`src/rtl/fetch_stage_pkg.sv`:
```
// Shared types for the instruction-fetch stage: FSM states, PC select codes,
// the decode-facing payload structs and the PC alignment helper.
package fetch_stage_pkg;

    localparam logic [63:0] PC_RESET = 64'h0000_0000_8000_0000;

    typedef enum logic [1:0] {
        FETCH = 2'd0,   // request outstanding, result wanted
        HOLD  = 2'd1,   // instruction buffered for decode
        DRAIN = 2'd2    // request outstanding, result will be thrown away
    } fetch_state_t;

    typedef enum logic [1:0] {
        PC_KEEP  = 2'd0,
        PC_INC   = 2'd1,
        PC_REDIR = 2'd2,
        PC_PEND  = 2'd3
    } pc_sel_t;

    typedef struct packed {
        logic [63:0] pc;
        logic [31:0] raw_instr;
    } instr_data_t;

    typedef struct packed {
        logic [31:0] raw_instr;
        instr_data_t instr;
        logic [63:0] pcplus4;
    } fetch_data_t;

    // Redirect targets are forced to a word boundary; misalignment is silently dropped.
    function automatic logic [63:0] align_pc(input logic [63:0] pc);
        return pc & ~64'h3;
    endfunction

endpackage

```
`src/rtl/fetch_stage_pcgen.sv`:
```
// PC generator: owns the fetch PC and the pending redirect target used while
// a stale request drains. The FSM in fetch_stage picks the next-PC source.
module fetch_pcgen
    import fetch_stage_pkg::*;
#(
    parameter logic [63:0] RESET_PC = PC_RESET
) (
    input  logic        clk_i,
    input  logic        reset_i,
    input  pc_sel_t     sel_i,
    input  logic        pend_we_i,
    input  logic [63:0] redirect_pc_i,
    output logic [63:0] pc_o,
    output logic [63:0] pcplus4_o
);

    logic [63:0] pc_q, pc_d;
    logic [63:0] pend_q;
    logic [63:0] redir_al;

    assign redir_al  = align_pc(redirect_pc_i);
    assign pcplus4_o = pc_q + 64'd4;   // wraps modulo 2^64
    assign pc_o      = pc_q;

    // Next-PC selection driven by the fetch FSM.
    always_comb begin
        pc_d = pc_q;
        unique case (sel_i)
            PC_KEEP:  pc_d = pc_q;
            PC_INC:   pc_d = pcplus4_o;
            PC_REDIR: pc_d = redir_al;
            PC_PEND:  pc_d = pend_q;
            default:  pc_d = pc_q;
        endcase
    end

    // PC and pending-target registers; the latest redirect overwrites pend_q.
    always_ff @(posedge clk_i) begin
        if (reset_i) begin
            pc_q   <= RESET_PC;
            pend_q <= RESET_PC;
        end else begin
            pc_q <= pc_d;
            if (pend_we_i) pend_q <= redir_al;
        end
    end

endmodule

```
`src/rtl/fetch_stage.sv`:
```
// Instruction-fetch stage: issues one word request at a time, buffers the
// returned instruction for decode, and handles redirects by either dropping
// the buffer or draining a stale in-flight request.
module fetch_stage
    import fetch_stage_pkg::*;
#(
    parameter logic [63:0] RESET_PC = PC_RESET
) (
    input  logic        clk,
    input  logic        reset,
    output logic        ireq_valid,
    output logic [63:0] ireq_addr,
    input  logic        ireq_data_ok,
    input  logic [31:0] ireq_data,
    output logic        out_valid,
    output fetch_data_t out_data,
    input  logic        out_ready,
    input  logic        redirect_valid,
    input  logic [63:0] redirect_pc
);

    fetch_state_t state_q, state_d;
    logic         ireq_valid_q;
    logic         out_valid_q;
    fetch_data_t  buf_q;

    pc_sel_t      pc_sel;
    logic         pend_we;
    logic         buf_we;
    logic [63:0]  pc;
    logic [63:0]  pcplus4;

    fetch_pcgen #(.RESET_PC(RESET_PC)) u_pcgen (
        .clk_i         (clk),
        .reset_i       (reset),
        .sel_i         (pc_sel),
        .pend_we_i     (pend_we),
        .redirect_pc_i (redirect_pc),
        .pc_o          (pc),
        .pcplus4_o     (pcplus4)
    );

    // The reset cycle itself must already show an idle bus and empty output,
    // so the registered outputs are masked while reset is high.
    assign ireq_valid = ireq_valid_q & ~reset;
    assign ireq_addr  = pc;
    assign out_valid  = out_valid_q & ~reset;
    assign out_data   = reset ? '0 : buf_q;

    // Next-state and PC-source decode; a redirect always outranks everything else.
    always_comb begin
        state_d = state_q;
        pc_sel  = PC_KEEP;
        pend_we = 1'b0;
        buf_we  = 1'b0;
        unique case (state_q)
            FETCH: begin
                if (redirect_valid) begin
                    if (ireq_data_ok) begin
                        pc_sel = PC_REDIR;          // data dropped, reissue next cycle
                    end else begin
                        pend_we = 1'b1;             // request cannot be withdrawn
                        state_d = DRAIN;
                    end
                end else if (ireq_data_ok) begin
                    buf_we  = 1'b1;
                    state_d = HOLD;
                end
            end
            DRAIN: begin
                if (ireq_data_ok) begin
                    // A redirect landing with the response is newer than pend_q.
                    pc_sel  = redirect_valid ? PC_REDIR : PC_PEND;
                    state_d = FETCH;
                end else if (redirect_valid) begin
                    pend_we = 1'b1;
                end
            end
            HOLD: begin
                if (redirect_valid) begin
                    pc_sel  = PC_REDIR;
                    state_d = FETCH;
                end else if (out_ready) begin
                    pc_sel  = PC_INC;
                    state_d = FETCH;
                end
            end
            default: state_d = FETCH;
        endcase
    end

    // State register with registered bus/decode valids and the output buffer.
    always_ff @(posedge clk) begin
        if (reset) begin
            state_q      <= FETCH;
            ireq_valid_q <= 1'b1;
            out_valid_q  <= 1'b0;
            buf_q        <= '0;
        end else begin
            state_q      <= state_d;
            ireq_valid_q <= (state_d != HOLD);
            out_valid_q  <= (state_d == HOLD);
            if (buf_we) begin
                buf_q.raw_instr       <= ireq_data;
                buf_q.instr.pc        <= pc;
                buf_q.instr.raw_instr <= ireq_data;
                buf_q.pcplus4         <= pcplus4;
            end
        end
    end

endmodule

```
`config.mk`:
```
export PLATFORM = sky130hd
export DESIGN_NAME = fetch_stage
export DESIGN_NICKNAME = d
export VERILOG_FILES = /design/src/rtl/fetch_stage_pkg.sv /design/src/rtl/fetch_stage_pcgen.sv /design/src/rtl/fetch_stage.sv
export SDC_FILE = /design/constraint.sdc
export NUM_CORES = 1
export LEC_CHECK = 0
export ABC_AREA = 0
export CAP_MARGIN = 20
export CORE_MARGIN = 2
export CORE_UTILIZATION = 51
export CTS_CLUSTER_SIZE = 12
export DETAILED_ROUTE_END_ITERATION = 16
export GPL_TIMING_DRIVEN = 0
export PLACE_DENSITY = 0.86
export SYNTH_ARGS = -nofsm -noshare
export SYNTH_HDL_FRONTEND = slang
export SYNTH_HIERARCHICAL = 1
export SYNTH_SLANG_ARGS = --single-unit
```
`constraint.sdc`:
```
create_clock -name clk -period 3.44 [get_ports clk]
set_input_delay 0.516 -clock clk [delete_from_list [all_inputs] [get_ports clk]]
set_output_delay 0.516 -clock clk [all_outputs]
set_load 0.02 [all_outputs]
```
==> impl_metrics.json, run 1 <==
{
  "layout_worst_path_cycle_share_pct": 97.92,
  "grt_max_degree": 15,
  "cts_buffers": 31,
  "grt_use_met2_pct": 51.67,
  "cp-startpoint": "u_pcgen/pc_o[34]",
  "cts.clk_slew.worst_paths_ns": 0.06,
  "pwr-share-seq_pct": 43.2,
  "grt_util_met3_pct": 5.577,
  "drv_cap": 0,
  "power.share.clock_pct": 39.8,
  "final_common_cell": "clkdlybuf4s50_1",
  "crit_fanout": 8,
  "syn_area_mm2": 0.01512,
  "pin_count": 359,
  "yosysSeqAreaShare_pct": 38.14,
  "syn_inst": 1625,
  "hold_depth": 2,
  "skew_ns": 0.01069,
  "grt_pass1_wl_um": 74330,
  "cp_cell_sequence": "clkbuf_1, nand3_1, nor2_1, nand4_1, o21a_1, or2_2, nor2b_1, mux2_1",
  "portBuffers": 353,
  "fin_hold_ws_ns": 0.4909,
  "p_int_mw": 6.245,
  "tightest_slew_ns": 1.146,
  "slew_headroom_pct": 23.57,
  "cp-end-kind": "flop",
  "rsz0062_at_grt": "false",
  "routabilityCongestion": 0.9693,
  "fin_area_mm2": 0.02022,
  "p_sw_mw": 2.247,
  "dp_hpwl_um": 38120,
  "hold_viol": 0,
  "synthFlopType": "dfxtp_1",
  "synth_top_area_share_pct": 38.14,
  "die_h_um": 176.2,
  "worstPathRequired_ns": 3.87,
  "synth_area_leaders": "dfxtp_1, nor2b_1, mux2_2",
  "grt_pass1_vias": 12900,
  "cp-start-kind": "flop",
  "status": "completed",
  "p_comb_share_pct": 17.0,
  "drtAntennaViolNets": 0,
  "min_period_ns": 3.369,
  "yosys_warnings": 6,
  "synth_edf_count": 0,
  "yosysTopAreaCell": "dfxtp_1",
  "start_util_pct": 51.42,
  "clockBufferDepth": 3,
  "h-tree-depth": 1,
  "crit_type": "flop to flop",
  "drive_gt1_share_pct": 13.63,
  "rr_worst_depth": 8,
  "wl_um": 50230,
  "nNetsFinal": 2116,
  "area_delta_synth_final_pct": 33.75,
  "synth_cell_types": 52,
  "cpPeakStageDelay_ns": 0.56,
  "drv_slew": 0,
  "cpMaxStageDelayCell": "nand4_1",
  "antenna_found_initial": 7,
  "wire_per_inst_um": 20.69,
  "grt-busiest-layer": "met2",
  "placed_cell_area_mm2": 0.01915,
  "finish.utilization_pct": 68.77,
  "powerDensity_mw_per_mm2": 420.0,
  "swShare_pct": 26.46,
  "worst_ir_drop_vdd_mv": 0.3843,
  "grt-ovfl-total": 0,
  "p_leak_nw": 7.748,
  "hp-start": "u_pcgen/pend_q[36]",
  "fmax_mhz": 296.9,
  "arrival_ns": 3.80,
  "grtUsageMet1_pct": 40.12,
  "rows": 63,
  "final_cell_mix": "clkdlybuf4s50_1, nor2b_1, dfxtp_1, mux2_2, nor2_1",
  "setup_viol_count_final": 0,
  "timing.rr.start": "u_pcgen/pc_o[34]",
  "clk_latency_ns": 0.55,
  "vias_per_cell": 5.456,
  "dr.pass1.iters": 5,
  "nFillCells": 2306,
  "cts-root-buf": "clkbuf_16",
  "synth-seq-cells": 288,
  "num_vias": 13250,
  "grt_usage_pct": 30.94,
  "holdCritPathClass": "flop to flop",
  "syn_avg_cell_area_um2": 9.304,
  "hold_buffers": 0,
  "synth-async-reset-ratio_pct": 0,
  "core_area_mm2": 0.02940,
  "clock-sinks": 288,
  "cts_tree": "built",
  "dieArea_mm2": 0.03104,
  "fp.dieW_um": 176.2,
  "dr.first_iter.drc_count": 1136,
  "drc": 0
}
==> power groups by stage <==
stage | registers (mW) | clock network (mW) | logic [mW]
CTS | 3.67 | 3.41 | 1.42
finish | 3.67 | 3.38 | 1.44
global placement | 3.74 | 0 | 1.38
global route | 3.69 | 3.56 | 1.53
floorplan | 3.76 | 0 | 0.770
detailed placement | 3.74 | 0 | 1.41
==> worst max-delay path: cells and delay by family (launching register included) <==
kind	cells	cell delay (ns)
compound gates	1	0.38
simple gates	5	1.69
mux	1	0.30
flops	1	0.40
buf+inv	1	0.48
==> per-layer routing <==
metal | wire length, um | vias up
met2 | 23620 | 627
met4 | 1722 | 2
met1 | 20500 | 6278
li1 | - | 6234
met5 | 13 | -
met3 | 4368 | 105
==> logic make-up after synthesis <==
logic type,after synthesis,synth area share [%]
mux,277,19.75
other cells,1,0.02480
xor+xnor,103,5.967
compound gates,118,5.231
buf+inv,165,5.429
fa+ha+maj,1,0.08275
flops,288,38.14
simple gates,672,25.37
==> cells in the mapped netlist (8+ instances only) <==
master    count
buf_2        17
mux2i_1     115
mux2_1       19
and3_1       15
buf_1        10
clkbuf_1     83
a211oi_1     30
mux2_2      142
buf_4        47
nand2_1      58
xnor2_1      64
xor2_1       39
nor2_1      127
and4_1        8
a21oi_1      37
nand4_1      27
a21o_1       25
dfxtp_1     288
nor2b_1     327
nor3_1       23
nand3_1      40
nor4_1       11
==> area by class of cell <==
type,count,area (um2),share of cell area [%]
Tap cell,390,488.0,2.413
Timing Repair Buffer,353,3533,17.47
Antenna cell,5,12.51,0.06188
Sequential cell,288,5766,28.51
Clock inverter,4,75.07,0.3713
Clock buffer,48,969.7,4.796
Inverter,5,18.77,0.09282
Buffer,160,809.5,4.003
Multi-Input combinational cell,1175,8548,42.27
==> registers in the layout, indices dropped and copies added, names as in the netlist <==
signal          count
state_q             2
buf_q             160
u_pcgen/pend_q     62
ireq_valid_q        1
u_pcgen/pc_o       62
out_valid_q         1
==> worst paths after layout <==
kind	endpoint	slack (ns)
max	buf_q[39]	0.07
min	u_pcgen/pend_q[36]	0.49
max reg2reg	buf_q[39]	0.07
min reg2reg	u_pcgen/pend_q[36]	0.49
==> what timing repair did <==
item,in CTS,in global routing
endpoints found under the setup margin,0,25
gates resized for setup,0,6
buffers inserted,0,0
==> through the flow <==
| stage | setup slack (ns) | total power [mW] | std cells | TNS [ns] |
|---|---|---|---|---|
| 3_3_place_gp | -0.3485 | 5.117 | 2371 | -13.90 |
| 3_5_place_dp | -0.4184 | 5.154 | 2371 | -16.07 |
| 2_1_floorplan | 0.8360 | 4.526 | 1628 | 0 |
| 4_1_cts | 0.1561 | 8.506 | 2423 | 0 |
| 6_report | 0.07143 | 8.492 | 2428 | 0 |
| 5_1_grt | 0.04360 | 8.774 | 2428 | 0 |
(Power assumes the default switching activity.)
==> run 2: changes to the inputs <==
Settings changed: TNS_END_PERCENT from default to 30.
==> results of run 2 <==
Same layout as run 1: the final DEF is identical, and so are final timing and power.
==> run 3: changes to the inputs <==
--- a/config.mk
+++ b/config.mk
@@ -10,3 +10,3 @@
 export CORE_MARGIN = 2
-export CORE_UTILIZATION = 51
+export CORE_UTILIZATION = 25
 export CTS_CLUSTER_SIZE = 12
@@ -14,3 +14,3 @@
 export GPL_TIMING_DRIVEN = 0
-export PLACE_DENSITY = 0.86
+export PLACE_DENSITY = 0.5
 export SYNTH_ARGS = -nofsm -noshare
==> constraint.sdc (replaced) <==
create_clock -name clk -period 3.44 [get_ports clk]
set_input_delay 0.688 -clock clk [delete_from_list [all_inputs] [get_ports clk]]
set_output_delay 0.688 -clock clk [all_outputs]
set_load 0.02 [all_outputs]
==> run 3 against run 2 <==
  * Critical path type is now primary input to primary output
  * Cell area rose by 3.7%
  * Clock power rose by 21%
  * Non-clock buffer count grew 3
  * Sequential share of layout area shrank 1.0 points
  * Combinational power hardly changed
  * Count of clock-buffer cells in the layout increased by 6
  * Largest cell class unchanged
  * Routed wire length rose by 16%
  * Global-route usage decreased by 13 points
==> impl_metrics.json, run 3 (synthesized netlist as in run 1, its figures left out) <==
{
  "status": "completed",
  "wl_um": 58470,
  "cp_cell_sequence": "buf_2, buf_4, clkbuf_1, nor2b_1, buf_4, clkdlybuf4s50_1",
  "p_leak_nw": 7.926,
  "grt_pass1_wl_um": 86440,
  "start_util_pct": 25.19,
  "clk_latency_ns": 0.57,
  "largest_register_ffs": 160,
  "wire_per_inst_um": 20.61,
  "ff_latch_area_mm2": 0.005766,
  "nNetsFinal": 2127,
  "finish.utilization_pct": 34.94,
  "total_power_mw": 9.196,
  "drv_cap": 0,
  "fmax_mhz": 298.0,
  "largest-register": "buf_q",
  "worstPathRequired_ns": 2.75,
  "drive_gt1_share_pct": 14.77,
  "grt-ovfl-total": 0,
  "drc": 0,
  "tightest_slew_ns": 1.048,
  "cp-start-kind": "primary input",
  "routabilityCongestion": 0.8515,
  "pin_count": 359,
  "dp_worst_setup_slack_ns": -1.075,
  "dieArea_mm2": 0.06246,
  "core_area_mm2": 0.06002,
  "dp_hpwl_um": 44620,
  "rsz0062_at_grt": "true",
  "cpMaxStageDelayCell": "clkdlybuf4s50_1",
  "crit_buf_inv": 5,
  "antenna_found_initial": 9,
  "portBuffers": 353,
  "crit_fanout": 10,
  "drtAntennaViolNets": 0,
  "h-tree-depth": 2,
  "layout_worst_path_cycle_share_pct": 97.56,
  "hold_buffers": 0,
  "cts-root-buf": "clkbuf_16",
  "grt_pass1_vias": 13150,
  "clockBufferDepth": 3,
  "cpMostUsedCell": "buf_4",
  "die_h_um": 249.9,
  "fp.dieW_um": 249.9,
  "arrival_ns": 2.67,
  "powerDensity_mw_per_mm2": 438.5,
  "critPathTopFamily": "buffers and inverters",
  "dr.pass1.iters": 5,
  "final_common_cell": "clkdlybuf4s50_1",
  "slew_headroom_pct": 29.85,
  "nFillCells": 6136,
  "cts_tree": "built",
  "final_cell_mix": "clkdlybuf4s50_1, nor2b_1, dfxtp_1, mux2_2, nor2_1",
  "cpPeakStageDelay_ns": 0.53,
  "worst_ir_drop_vdd_mv": 0.3143,
  "cp-end-kind": "primary output",
  "num_vias": 12980,
  "dr.first_iter.drc_count": 628,
  "grt_usage_pct": 18.41,
  "multi_input_area_mm2": 0.008557,
  "fin_hold_ws_ns": 0.4925,
  "rows": 90,
  "min_period_ns": 3.356,
  "vias_per_cell": 4.576,
  "holdCritPathClass": "flop to flop",
  "hold_viol": 0,
  "clock-sinks": 288,
  "skew_ns": 0.02744,
  "area_delta_synth_final_pct": 38.72,
  "cts_buffers": 39,
  "timing.final.ws_setup_ns": 0.08401,
  "grt_max_degree": 12,
  "drv_slew": 0,
  "crit_type": "primary input to primary output",
  "setup_tns_ns": 0,
  "cts.clk_slew.worst_paths_ns": 0.06,
  "setup_viol_count_final": 0
}
[run 3: cell types whose count changed in the layout (fill, tap and decap cells not counted), moves of 2 or more]
| cell | before | now |
|---|---|---|
| clkbuf_2 | 4 | 14 |
| clkbuf_8 | 13 | 7 |
| clkbuf_1 | 85 | 80 |
| clkbuf_16 | 31 | 40 |
| clkinv_2 | 0 | 7 |
| buf_4 | 47 | 51 |
| diode_2 | 5 | 3 |
| inv_6 | 0 | 2 |
[run 3: layout make-up]
class / instances / area share, %
multi-input cells: 1175 / 40.80
flip-flops and latches: 288 / 27.49
repair buffers: 356 / 16.96
clock buffers: 54 / 5.357
well taps: 782 / 4.665
plain buffers: 160 / 3.902
clock inverters: 14 / 0.7040
inverters: 5 / 0.08949
diodes: 3 / 0.03580
[run 3: tightest hold or removal path, cell delays in order, from the launching register on]
cell and delay, ns:
dfxtp_1 0.32, mux2i_1 0.06, nor2_1 0.07
[run 3: metal layers]
metal  wire [um]  share of wire [%]  global-route usage, %  vias up
li1            -                  -                      -     6279
met1       26180                 45                  23.70     6226
met2       27740                 47                  31.12      377
met3        3112                5.3                  3.463       85
met4        1359                2.3                  5.559       14
met5          84               0.14                      0        -
[run 3: per-stage QoR]
stage          instance area, um2  cells
2_1_floorplan               15130   1628
3_3_place_gp                19640   2763
3_5_place_dp                19640   2763
4_1_cts                     20930   2831
5_1_grt                     20970   2835
6_report                    20970   2837
[run 3: power by group]
part	total [mW]	internal [mW]	switching (mW)
registers	3.69	3.51	0.181
logic	1.43	0.684	0.745
clock network	4.08	2.44	1.64
[run 3: path summary, 6_finish.rpt]
check	startpoint	endpoint	slack [ns]	cells past startpoint
hold reg to reg	u_pcgen/pend_q[36]	u_pcgen/pend_q[36]	0.49	2
setup / recovery	reset	out_data[187]	0.08	6
hold / removal	u_pcgen/pend_q[36]	u_pcgen/pend_q[36]	0.49	2
setup reg to reg	u_pcgen/pc_o[35]	buf_q[58]	0.15	8
[run 3: timing repair]
item | 4_1_cts | 5_1_grt
resized for setup | 10 | 7
pin swaps | 1 | 1
setup buffers | 0 | 3
setup endpoints to repair | 167 | 34
endpoints found under the hold margin | 0 | 0
